--- src/rtl/dest_fifo_pause.sv ---
// Destination end of the VC->D link: routes pushed words by destination bit into
// two FIFOs, serves registered reads and drives hysteretic pause backpressure.
module dest_fifo_lane #(
  parameter int DATA_WIDTH = 6,
  parameter int ADDR_WIDTH = 2,
  parameter int AF_THRESH  = 3,
  parameter int AE_THRESH  = 1
) (
  input  logic                  clk,
  input  logic                  reset_L,
  input  logic                  wr,
  input  logic [DATA_WIDTH-1:0] din,
  input  logic                  rd,
  output logic [DATA_WIDTH-1:0] dout,
  output logic                  vld,
  output logic                  pause,
  output logic                  empty,
  output logic                  full,
  output logic                  err
);
  localparam int DEPTH = 2**ADDR_WIDTH;
  localparam logic [ADDR_WIDTH:0] DEPTH_C = (ADDR_WIDTH+1)'(DEPTH);
  localparam logic [ADDR_WIDTH:0] AF_C    = (ADDR_WIDTH+1)'(AF_THRESH);
  localparam logic [ADDR_WIDTH:0] AE_C    = (ADDR_WIDTH+1)'(AE_THRESH);

  logic [DEPTH-1:0][DATA_WIDTH-1:0] mem;
  logic [ADDR_WIDTH-1:0] wr_ptr, rd_ptr;
  logic [ADDR_WIDTH:0]   count, count_nxt;
  logic                  wr_ok, rd_ok;

  // Acceptance uses pre-edge occupancy only: a same-cycle pop never frees a slot for a push.
  assign wr_ok = wr && (count < DEPTH_C);
  assign rd_ok = rd && (count != '0);
  assign err   = (wr && !wr_ok) || (rd && !rd_ok);
  assign empty = (count == '0);
  assign full  = (count == DEPTH_C);

  always_comb begin
    count_nxt = count;
    case ({wr_ok, rd_ok})
      2'b10:   count_nxt = count + 1'b1;
      2'b01:   count_nxt = count - 1'b1;
      default: count_nxt = count;
    endcase
  end

  always_ff @(posedge clk)
    if (wr_ok) mem[wr_ptr] <= din;

  always_ff @(posedge clk or negedge reset_L) begin
    if (!reset_L) begin
      wr_ptr <= '0;
      rd_ptr <= '0;
      count  <= '0;
      dout   <= '0;
      vld    <= 1'b0;
      pause  <= 1'b0;
    end else begin
      if (wr_ok) wr_ptr <= wr_ptr + 1'b1;
      if (rd_ok) begin
        dout   <= mem[rd_ptr];
        rd_ptr <= rd_ptr + 1'b1;
      end
      vld   <= rd_ok;
      count <= count_nxt;
      // Pause follows next occupancy so it rises on the edge that reaches AF_THRESH.
      if (count_nxt >= AF_C)      pause <= 1'b1;
      else if (count_nxt <= AE_C) pause <= 1'b0;
    end
  end
endmodule

module dest_fifo_pause #(
  parameter int DATA_WIDTH = 6,
  parameter int ADDR_WIDTH = 2,
  parameter int AF_THRESH  = 3,
  parameter int AE_THRESH  = 1
) (
  input  logic                  clk,
  input  logic                  reset_L,
  input  logic [DATA_WIDTH-1:0] data_in,
  input  logic                  push,
  input  logic                  pop_d0,
  input  logic                  pop_d1,
  output logic [DATA_WIDTH-1:0] data_out_d0,
  output logic [DATA_WIDTH-1:0] data_out_d1,
  output logic                  valid_out_d0,
  output logic                  valid_out_d1,
  output logic                  d0_pause,
  output logic                  d1_pause,
  output logic                  d0_empty,
  output logic                  d1_empty,
  output logic                  d0_full,
  output logic                  d1_full,
  output logic                  error
);
  localparam int NUM_DST = 2;

  logic                               dst;
  logic [NUM_DST-1:0]                 wr, rd, vld, pause, empty, full, err;
  logic [NUM_DST-1:0][DATA_WIDTH-1:0] dout;

  assign dst = data_in[DATA_WIDTH-2];
  assign wr  = {push && dst, push && !dst};
  assign rd  = {pop_d1, pop_d0};

  for (genvar g = 0; g < NUM_DST; g++) begin : g_dst
    dest_fifo_lane #(
      .DATA_WIDTH(DATA_WIDTH), .ADDR_WIDTH(ADDR_WIDTH),
      .AF_THRESH(AF_THRESH),   .AE_THRESH(AE_THRESH)
    ) u_lane (
      .clk(clk), .reset_L(reset_L),
      .wr(wr[g]), .din(data_in), .rd(rd[g]),
      .dout(dout[g]), .vld(vld[g]), .pause(pause[g]),
      .empty(empty[g]), .full(full[g]), .err(err[g])
    );
  end

  assign data_out_d0  = dout[0];
  assign data_out_d1  = dout[1];
  assign valid_out_d0 = vld[0];
  assign valid_out_d1 = vld[1];
  assign d0_pause     = pause[0];
  assign d1_pause     = pause[1];
  assign d0_empty     = empty[0];
  assign d1_empty     = empty[1];
  assign d0_full      = full[0];
  assign d1_full      = full[1];

  always_ff @(posedge clk or negedge reset_L) begin
    if (!reset_L)  error <= 1'b0;
    else if (|err) error <= 1'b1;
  end
endmodule

--- config.mk ---
export PLATFORM = sky130hd
export DESIGN_NAME = dest_fifo_pause
export DESIGN_NICKNAME = d
export VERILOG_FILES = /design/src/rtl/dest_fifo_pause.sv
export SDC_FILE = /design/constraint.sdc
export NUM_CORES = 1
export LEC_CHECK = 0
export CORE_ASPECT_RATIO = 0.75
export CORE_MARGIN = 10
export CORE_UTILIZATION = 50
export CTS_CLUSTER_SIZE = 40
export DETAILED_ROUTE_END_ITERATION = 6
export DONT_BUFFER_PORTS = 1
export PLACE_DENSITY = 0.69
export SYNTH_ARGS = -nofsm -noshare
export SYNTH_HDL_FRONTEND = slang
export SYNTH_SLANG_ARGS = --single-unit
--- constraint.sdc ---
create_clock -name clk -period 6.3 [get_ports clk]
set_clock_uncertainty 0.05 [all_clocks]
set_input_delay 0.63 -clock clk [delete_from_list [all_inputs] [get_ports clk]]
set_output_delay 0.63 -clock clk [all_outputs]
set_load 0.005 [all_outputs]
[Word level (Yosys, flattened, before mapping)]
Cells that the tools add are included.
Widths: inputs -> output; s select.
Cells by class
  equality and inequality tests: 6
  magnitude comparators: 12
  reductions and logical operators: 26
  multiplexer cells: 16
  add/subtract/negate cells: 8
Operators with widths (number)
  $bwmux 24: 2
  $bmux 6 s2: 2
  $demux 6 s2: 2
  $mux 6: 4
  $logic_and 1x1->1: 12
  $lt 2x3->1 const B: 4
  $pmux 3 s2: 2
  $add 2x1->2 const B: 4
  $add 3x1->3 const B: 2
  $eq 3x3->1 const B: 2
  $ge 3x2->1 const B: 2
  $le 3x1->1 const B: 2
  $logic_not 3->1: 2
  $lt 3x3->1 const B: 2
  $reduce_bool 3->1: 2
  $sub 3x1->3 const B: 2
  $logic_not 1->1: 5
  $eq 2x1->1 const B: 2
  $eq 2x2->1 const B: 2
  $ge 2x1->1 const B: 2
  $mux 1: 4
  $reduce_bool 2->1: 2
  $logic_or 1x1->1: 2
  $reduce_or 2->1: 1
Word-level totals
  input port bits: 11
  output and inout bits: 21
  word-level logic and storage cells: 89
  register bits: 79

[Depth between registers and ports, before layout]
Gate-level depths: netlist of run 1.
  depth after elaboration: 8
  gate-level depth with buffers: 8
  gate-level depth less buffers: 8

[Modules after synthesis]
From an unflattened synthesis of run 1, not the netlist that was laid out.
Second synthesis, totals
  cell total of the unflattened synthesis: 202
  area, all modules: 3206.8 um^2
By module, submodules not included
  dest_fifo_lane (g_dst[1].u_lane): cells an instance 99, area each 1582.8 um^2, seq. area each 1096.1 um^2, instances 1
  dest_fifo_lane (g_dst[0].u_lane): cells an instance 99, area each 1580.3 um^2, seq. area each 1096.1 um^2, instances 1
  dest_fifo_pause: cells an instance 4, area each 43.8 um^2, seq. area each 25.0 um^2, instances 1

[Worst setup path before layout of run 1]
Ideal clock, no wire load.
  path kind: input to register
  start point: input port data_in[4]
  end point: register g_dst[0].u_lane.pause
  data required time: 6181 ps
  stages on the path: 7
  library setup time: 69 ps
  buffers on the path: 0
  data arrival time: 2123 ps
  setup slack: 4058 ps
  cell sequence: nor3b_2 inv_1 ha_1 fa_1 xnor2_1 or3_1 nand3_1
Between the ends
  word-level cells in the longest chain between the ends: 7
  elaborated cells between the ends (all ways): 10
  those cells by class: 2 x order compare; 2 x eq/ne; 2 x mux; 4 x reduce/logical
Ends and longest elaborated chain
  from (decl): RTL line 81  | input logic [DATA_WIDTH-1:0] data_in,
  $logic_not 1->1 (*): RTL line 104  | assign wr = {push && dst, push && !dst};
  $logic_and 1x1->1 (*): RTL line 104
  $logic_and 1x1->1 (*): RTL line 32  | assign wr_ok = wr && (count < DEPTH_C);
  $eq 2x1->1 / $eq 2x2->1 (equally long branches): RTL line 40  | case ({wr_ok, rd_ok})
  $pmux 3 s2 (*): RTL line 40
  $ge 3x2->1 / $le 3x1->1 (equally long branches): RTL line 67, 68
  $mux 1 / $reduce_bool 2->1 (equally long branches)
  to (signal assigned): RTL line 57  | pause <= 1'b0;
  to (signal assigned): RTL line 67  | if (count_nxt >= AF_C) pause <= 1'b1;
  to (signal assigned): RTL line 68  | else if (count_nxt <= AE_C) pause <= 1'b0;
  to (decl): RTL line 16  | output logic pause,
Every way passes the cells marked *; elsewhere a longest branch is shown, timed or not.
A chain may end at the register's enable or synchronous reset.

[Worst setup path after layout of run 1]
  start point: register g_dst[0].u_lane.count[2]
  end point: register g_dst[0].u_lane.pause
Between the ends
  word-level cells in the longest chain between the ends: 6
  elaborated cells between the ends (all ways): 13
  those cells by class: 2 x add/sub; 3 x order compare; 2 x eq/ne; 2 x mux; 4 x reduce/logical
Ends and longest elaborated chain
  from (decl): RTL line 28  | logic [ADDR_WIDTH:0] count, count_nxt;
  from (signal assigned): RTL line 65  | count <= count_nxt;
  $reduce_bool 3->1 (*): RTL line 33  | assign rd_ok = rd && (count != '0);
  $logic_and 1x1->1 (*): RTL line 33
  named net g_dst[0].u_lane.rd_ok: RTL line 29  | logic wr_ok, rd_ok;
  $eq 2x1->1 / $eq 2x2->1 (equally long branches): RTL line 40
  $pmux 3 s2 (*): RTL line 40
  named net g_dst[0].u_lane.count_nxt[1]: RTL line 28
  $ge 3x2->1 / $le 3x1->1 (equally long branches): RTL line 67, 68
  $mux 1 / $reduce_bool 2->1 (equally long branches)
The timed path passes the listed nets; every way through them passes the cells marked *.

==> flow_summary.ini, run 1 <==
[outcome]
status = complete, no violations

[route]
avgRoutedWirePerCell_um = 19.2
antenna_left = 0
post-route-drc-count = 0
wirelength_um = 5620
drtIter0Drc = 142
vias = 1579
viasPerCell = 5.41
firstDrtPassIters = 4

[sta]
relSlewSlack = 0.622
fin_crit_sh = 0.409
worstMarginPinSlew_ps = 567
timing.fmax_mhz = 388
hold_ws_ps = 56.9
drv_slew = 0
fin_crit_ps = 2580
setup_viol = 0
fin_setup_tns_ps = 0
final_hold_viol_count = 0
grt_setup_unrepaired = false

[power_and_ir_drop]
p_seq_frac = 0.544
leakage_nw = 1.30
intPower_mw = 1.01
peakVddDrop_mv = 0.200
powerDensity_nw_per_um2 = 438
clkPwrFrac = 0.208
power_frac_comb = 0.249
sw_frac_of_total = 0.330
p_switching_uw = 500

[cells_and_area]
multi_input_comb_area_um2 = 923
area_delta_synth_final_pct = 8.35
n_antenna_cell = 0
nets = 230
fin_cells = 292
fillers = 488
drive_gt1_frac = 0.166
seqCellArea_um2 = 2220
stdcell_area_um2 = 3460
post-route-util = 0.553

[placement]
portBuffers = 0
dp.cells = 276
placed_area_um2 = 3270
gp_congestion = 0.730
hpwlAfterDp_um = 4080

[clock_tree]
clock_sink_count = 79
clockRootBuffer = clkbuf_8
clockBufferDepth = 2
post_cts_buffers = 0
cts_tree = done
clk_latency_ps = 340
cts_resized = 0
path_clk_slew_ps = 80
h-tree-depth = 3
numCtsBuffers = 9

[floorplan]
ios = 32
rows = 25
fp.dieW_um = 112
die_h_um = 89.2
dieArea_um2 = 10000
start_util = 0.510
core_um2 = 6260

[setup_path]
critPathMaxStageDelay_ps = 580
cp_top_family = adder cells
start_kind = register
path_cells = o31ai_4, inv_4, ha_1, fa_1, mux2_2, o21ai_0, nand3_1
cp_slowest_cell = o31ai_4
cp_num_buf_inv = 1
r2r_slack_ps = 3720
worstSetupPathType = register to register
cp_max_fo = 9
cp-end-kind = register
cp.arrival_ps = 2740
required_ps = 6460

[yosys]
synthMuxAreaShare = 0.0988
yosys.area.top_type_share = 0.452
synth_compound_area_frac = 0.0251
syn_avg_cell_area_um2 = 16.0
ys_ff_latch = 79
synthTopCellsByArea = edfxtp_1, dfrtp_1, mux4_2, nand2_1, ha_1
synth-xor-area-share = 0.0275
yosysTopAreaCell = edfxtp_1
synth_adder_area_share = 0.0518
yosysUniqueCellTypes = 24
syn_nets = 222
synth-simple-area-share = 0.0863
syn_area_um2 = 3190
synth_top_family_by_area = multiplexers
ys_seq_area_frac = 0.695
netlist_instances = 199
yosysWarnings = 0

[global_route]
grt_max_degree = 32
antenna_found_initial = 0
globalRouteOverflowTotal = 0
grt_first_pass_wirelength_um = 8960
grt_pass1_vias = 1673
grtUsageTotal = 0.118

[flow_run]
cap_violations = 0

[hold_path]
hold_class = input pin to asynchronous set/reset pin
-- worst paths after layout --
| path | from | end | depth (start not counted) |
|---|---|---|---|
| setup / recovery | g_dst[0].u_lane.count[2]$_DFF_PN0_ | g_dst[0].u_lane.pause$_DFFE_PN0P_ | 7 |
| hold / removal | reset_L | g_dst[0].u_lane.dout[5]$_DFFE_PN0P_ | 1 |
| setup reg to reg | g_dst[0].u_lane.count[2]$_DFF_PN0_ | g_dst[0].u_lane.pause$_DFFE_PN0P_ | 7 |
| hold reg to reg | g_dst[0].u_lane.dout[3]$_DFFE_PN0P_ | g_dst[0].u_lane.dout[3]$_DFFE_PN0P_ | 2 |
| max in group asynchronous | reset_L | g_dst[0].u_lane.pause$_DFFE_PN0P_ | 1 |
| min in group clk | data_in[2] | g_dst[1].u_lane.mem[20]$_DFFE_PP_ | 0 |
-- cell usage in the layout (no fill, tap or decap), drive strengths merged --
cell type / count
edfxtp: 48
nand2: 43
dfrtp: 31
mux4: 12
xnor2: 10
ha: 10
clkbuf: 10
inv: 9
and2: 8
o21ai: 5
mux2: 4
clkinvlp: 3
nor3b: 3
nor3: 2
o31ai: 2
or3: 2
nand3: 2
fa: 2
nor2: 1
a22oi: 1
a21oi: 1
clkinv: 1
buf: 1
-- sequential cells by signal (all words and copies together) (netlist names) --
signal,flops
error,1
g_dst.u_lane.wr_ptr,4
g_dst.u_lane.dout,12
g_dst.u_lane.count,6
g_dst.u_lane.mem,48
g_dst.u_lane.pause,2
g_dst.u_lane.vld,2
g_dst.u_lane.rd_ptr,4
-- power groups by stage --
stage          combinational (mW)  sequential (mW)  clock [mW]
6_report                    0.376            0.823       0.314
3_5_place_dp                0.375            0.842           0
4_1_cts                     0.384            0.830       0.324
5_1_grt                     0.425            0.847       0.346
2_1_floorplan               0.348            0.761           0
3_3_place_gp                0.356            0.830           0
-- worst reg2reg max path: stages, from the launching register on --
cell     delay, ps
dfrtp_1        480
o31ai_4        580
inv_4          150
ha_1           280
fa_1           440
mux2_2         290
o21ai_0         90
nand3_1        100
-- repair_timing --
action                                  in CTS  in global routing
hold buffers                                 1                  0
endpoints found under the setup margin       0                  0
hold endpoints to repair                    31                  0
-- routing by layer --
| metal | global-route usage | part of all wire | wire length [µm] | up-vias |
|---|---|---|---|---|
| li1 | - | - | - | 724 |
| met2 | 0.192 | 0.49 | 2760 | 42 |
| met4 | 0.0368 | 0.0057 | 32 | 0 |
| met3 | 0.0590 | 0.076 | 427 | 6 |
| met5 | 0 | 0 | 0 | - |
| met1 | 0.134 | 0.43 | 2400 | 807 |
-- cell families (layout without fill, tap and decap cells) --
group,Yosys count,after routing
AO/OA/AOI/OAI,9,9
XOR/XNOR,10,10
adder cells (fa/ha/maj),12,12
buffers and inverters,12,24
flip-flops,79,79
multiplexers,16,16
AND/OR/NAND/NOR,61,61
-- area by class of cell --
type	instances	share of cell area
clock buffer	10	0.0369
clock inverter	5	0.0101
inverter	8	0.00941
multi-input combinational	108	0.267
sequential	79	0.641
tap	81	0.0293
timing repair buffer	1	0.00579
-- stage by stage --
stage / setup WS (ps) / power [mW]
final: 3720 / 1.51
after global routing: 3560 / 1.62
after CTS: 3690 / 1.54
after detailed placement: 3710 / 1.22
after global placement: 3750 / 1.19
after floorplan: 4060 / 1.11
-- cells in the mapped netlist, drive strengths merged --
| master | instances |
|---|---|
| a21oi | 1 |
| a22oi | 1 |
| and2 | 8 |
| buf | 4 |
| dfrtp | 31 |
| edfxtp | 48 |
| fa | 2 |
| ha | 10 |
| inv | 8 |
| mux2 | 4 |
| mux4 | 12 |
| nand2 | 43 |
| nand3 | 2 |
| nor2 | 1 |
| nor3 | 2 |
| nor3b | 3 |
| o21ai | 5 |
| o31ai | 2 |
| or3 | 2 |
| xnor2 | 10 |
No activity file was read; power rests on OpenSTA's default activity.
==> inputs of run 2 (changes only) <==
--- a/config.mk
+++ b/config.mk
@@ -5,13 +5,14 @@
 export SDC_FILE = /design/constraint.sdc
 export NUM_CORES = 1
 export LEC_CHECK = 0
+export ABC_AREA = 1
 export CORE_ASPECT_RATIO = 0.75
 export CORE_MARGIN = 10
 export CORE_UTILIZATION = 50
 export CTS_CLUSTER_SIZE = 40
 export DETAILED_ROUTE_END_ITERATION = 6
 export DONT_BUFFER_PORTS = 1
-export PLACE_DENSITY = 0.69
+export PLACE_DENSITY = 0.72
 export SYNTH_ARGS = -nofsm -noshare
 export SYNTH_HDL_FRONTEND = slang
 export SYNTH_SLANG_ARGS = --single-unit
==> constraint.sdc (replaced) <==
create_clock -name clk -period 2.3 [get_ports clk]
set_clock_uncertainty 0.05 [all_clocks]
set_input_delay 0.23 -clock clk [delete_from_list [all_inputs] [get_ports clk]]
set_output_delay 0.23 -clock clk [all_outputs]
set_load 0.005 [all_outputs]
==> flow_summary.ini, run 2 <==
[cells_and_area]
nets = 405
area_delta_synth_final_pct = 10.7
drive_gt1_frac = 0.0724
n_antenna_cell = 0
top_register = g_dst.u_lane.mem
largest_reg_flops = 48
top_regs = g_dst.u_lane.mem (48), g_dst.u_lane.dout (12), g_dst.u_lane.count (6)
fin_cells = 485
post-route-util = 0.574
layout_common_cells = nand2_1, inv_1, edfxtp_1
final_common_cell = nand2_1
fillers = 589

[global_route]
grt_max_degree = 32
grtUsageTotal = 0.131
antenna_found_initial = 0
globalRouteOverflowTotal = 0
grt_first_pass_wirelength_um = 11500
grt_pass1_vias = 2394

[route]
vias = 2260
avgRoutedWirePerCell_um = 13.4
post-route-drc-count = 0
drtIter0Drc = 111
firstDrtPassIters = 4
antenna_left = 0
viasPerCell = 4.66
wirelength_um = 6510

[yosys]
yosysUniqueCellTypes = 22
synthTopCellsByCount = nand2_1, inv_1, edfxtp_1
yosys.area.top_type_share = 0.405
ys_ff_latch = 79
synthMostInstantiatedCell = nand2_1
syn_avg_cell_area_um2 = 9.73
syn_nets = 389
ys_seq_area_frac = 0.623
yosysTopAreaCell = edfxtp_1
synthTopCellsByArea = edfxtp_1, dfrtp_1, nand2_1, inv_1, nand3_1
yosysWarnings = 0
synth_edf_count = 48
syn_area_um2 = 3560
netlist_instances = 366
synthArstFlopShare = 0.392
synth-main-ff-cell = edfxtp_1

[sta]
setup_viol = 0
grt_setup_unrepaired = false
drv_slew = 0
timing.fmax_mhz = 491
fin_crit_ps = 2030
relSlewSlack = 0.594
fin_setup_tns_ps = 0
final_hold_viol_count = 0
worstMarginPinSlew_ps = 606
fin_crit_sh = 0.885

[setup_path]
cp.arrival_ps = 2220
cp-end-kind = register
worstSetupPathType = register to register
required_ps = 2490
cp_max_fo = 8
start_kind = register

[flow_run]
cap_violations = 0

[floorplan]
dieArea_um2 = 10900
fp.dieW_um = 117
core_um2 = 6860
rows = 26
ios = 32
start_util = 0.519
die_h_um = 93.1

[placement]
portBuffers = 0
dp.cells = 460
hpwlAfterDp_um = 4620
gp_congestion = 0.860

[clock_tree]
clk_latency_ps = 360
path_clk_slew_ps = 70
h-tree-depth = 3
numCtsBuffers = 9
cts_tree = done
clockBufferDepth = 2
clockRootBuffer = clkbuf_8
clock_sink_count = 79

[outcome]
status = complete, no violations

[hold_path]
hold_class = input pin to register

[power_and_ir_drop]
powerDensity_nw_per_um2 = 1170
peakVddDrop_mv = 0.666
leakage_nw = 1.91
-- run 2: cell count changes in the layout (fill, tap and decap cells not counted), moves of 5 or more --
cell,before,now
mux4_2,12,0
inv_1,6,76
xnor2_1,10,2
nand3_1,2,29
inv_2,1,6
dlygate4sd3_1,0,8
nand2_1,43,120
nor2_1,1,12
and2_1,8,0
-- run 2: logic make-up after synthesis --
group,share of synthesized area
adders and majority gates,0.0464
and+or+nand+nor,0.208
buffers and inverters,0.0998
DFF,0.623
AOI/OAI and AO/OA,0.00844
xor gates and xnor gates,0.0148
-- run 2: metrics by stage --
stage	cell area, µm²	setup WS [ps]	power [mW]	hold slack, ps
after floorplan	3560	383	3.28	-116
after global placement	3650	388	3.52	-115
after detailed placement	3650	294	3.60	-114
after CTS	3940	276	4.64	10.4
after global routing	3940	89.2	5.01	13.7
final	3940	265	4.60	29.2
-- run 2: layer usage --
metal / wire length [µm] / part of all wire / up-vias / GRT usage
met3: 491 / 0.075 / 7 / 0.0589
met4: 67 / 0.010 / 0 / 0.0405
met5: 0 / 0 / - / 0
li1: - / - / 1152 / -
met2: 2840 / 0.44 / 53 / 0.204
met1: 3110 / 0.48 / 1048 / 0.160
-- run 2: final cells by class --
cell class	count	area, µm²	area share
Inverter	82	308	0.0781
Sequential cell	79	2220	0.563
Clock buffer	12	145	0.0368
Multi-Input combinational cell	199	987	0.250
Clock inverter	4	46.3	0.0117
Tap cell	98	123	0.0311
Timing Repair Buffer	11	115	0.0292
-- run 2: where the power goes --
group | switching, mW | internal, mW
Combinational | 0.903 | 0.511
Clock | 0.477 | 0.526
Sequential | 0.331 | 1.85
Total | 1.71 | 2.88
-- run 2: final timing paths --
kind,to,slack [ps],cells after the start,from
worst max-delay path,g_dst[0].u_lane.pause$_DFFE_PN0P_,270,10,g_dst[0].u_lane.count[0]$_DFF_PN0_
worst min-delay path,g_dst[1].u_lane.vld$_DFF_PN0_,30,2,pop_d1
worst max register to register,g_dst[0].u_lane.pause$_DFFE_PN0P_,270,10,g_dst[0].u_lane.count[0]$_DFF_PN0_
worst min register to register,error$_DFFE_PN0P_,460,2,error$_DFFE_PN0P_
max in group asynchronous,g_dst[1].u_lane.count[2]$_DFF_PN0_,1750,2,reset_L
min in group asynchronous,g_dst[0].u_lane.dout[0]$_DFFE_PN0P_,270,2,reset_L
-- run 2: worst max-delay path, stage by stage, from the launching register on --
cell,delay (ps)
dfrtp_1,430
inv_1,130
nand3_2,100
nand2_2,70
inv_2,80
ha_1,250
fa_1,440
nand2_1,80
o21ai_0,140
nand2_1,100
nand3_1,70
-- run 2: what timing repair did --
item,CTS,global route
resized for setup,0,0
endpoints found under the setup margin,0,0
buffers inserted,0,0
hold buffers,9,0
hold endpoints to repair,80,0
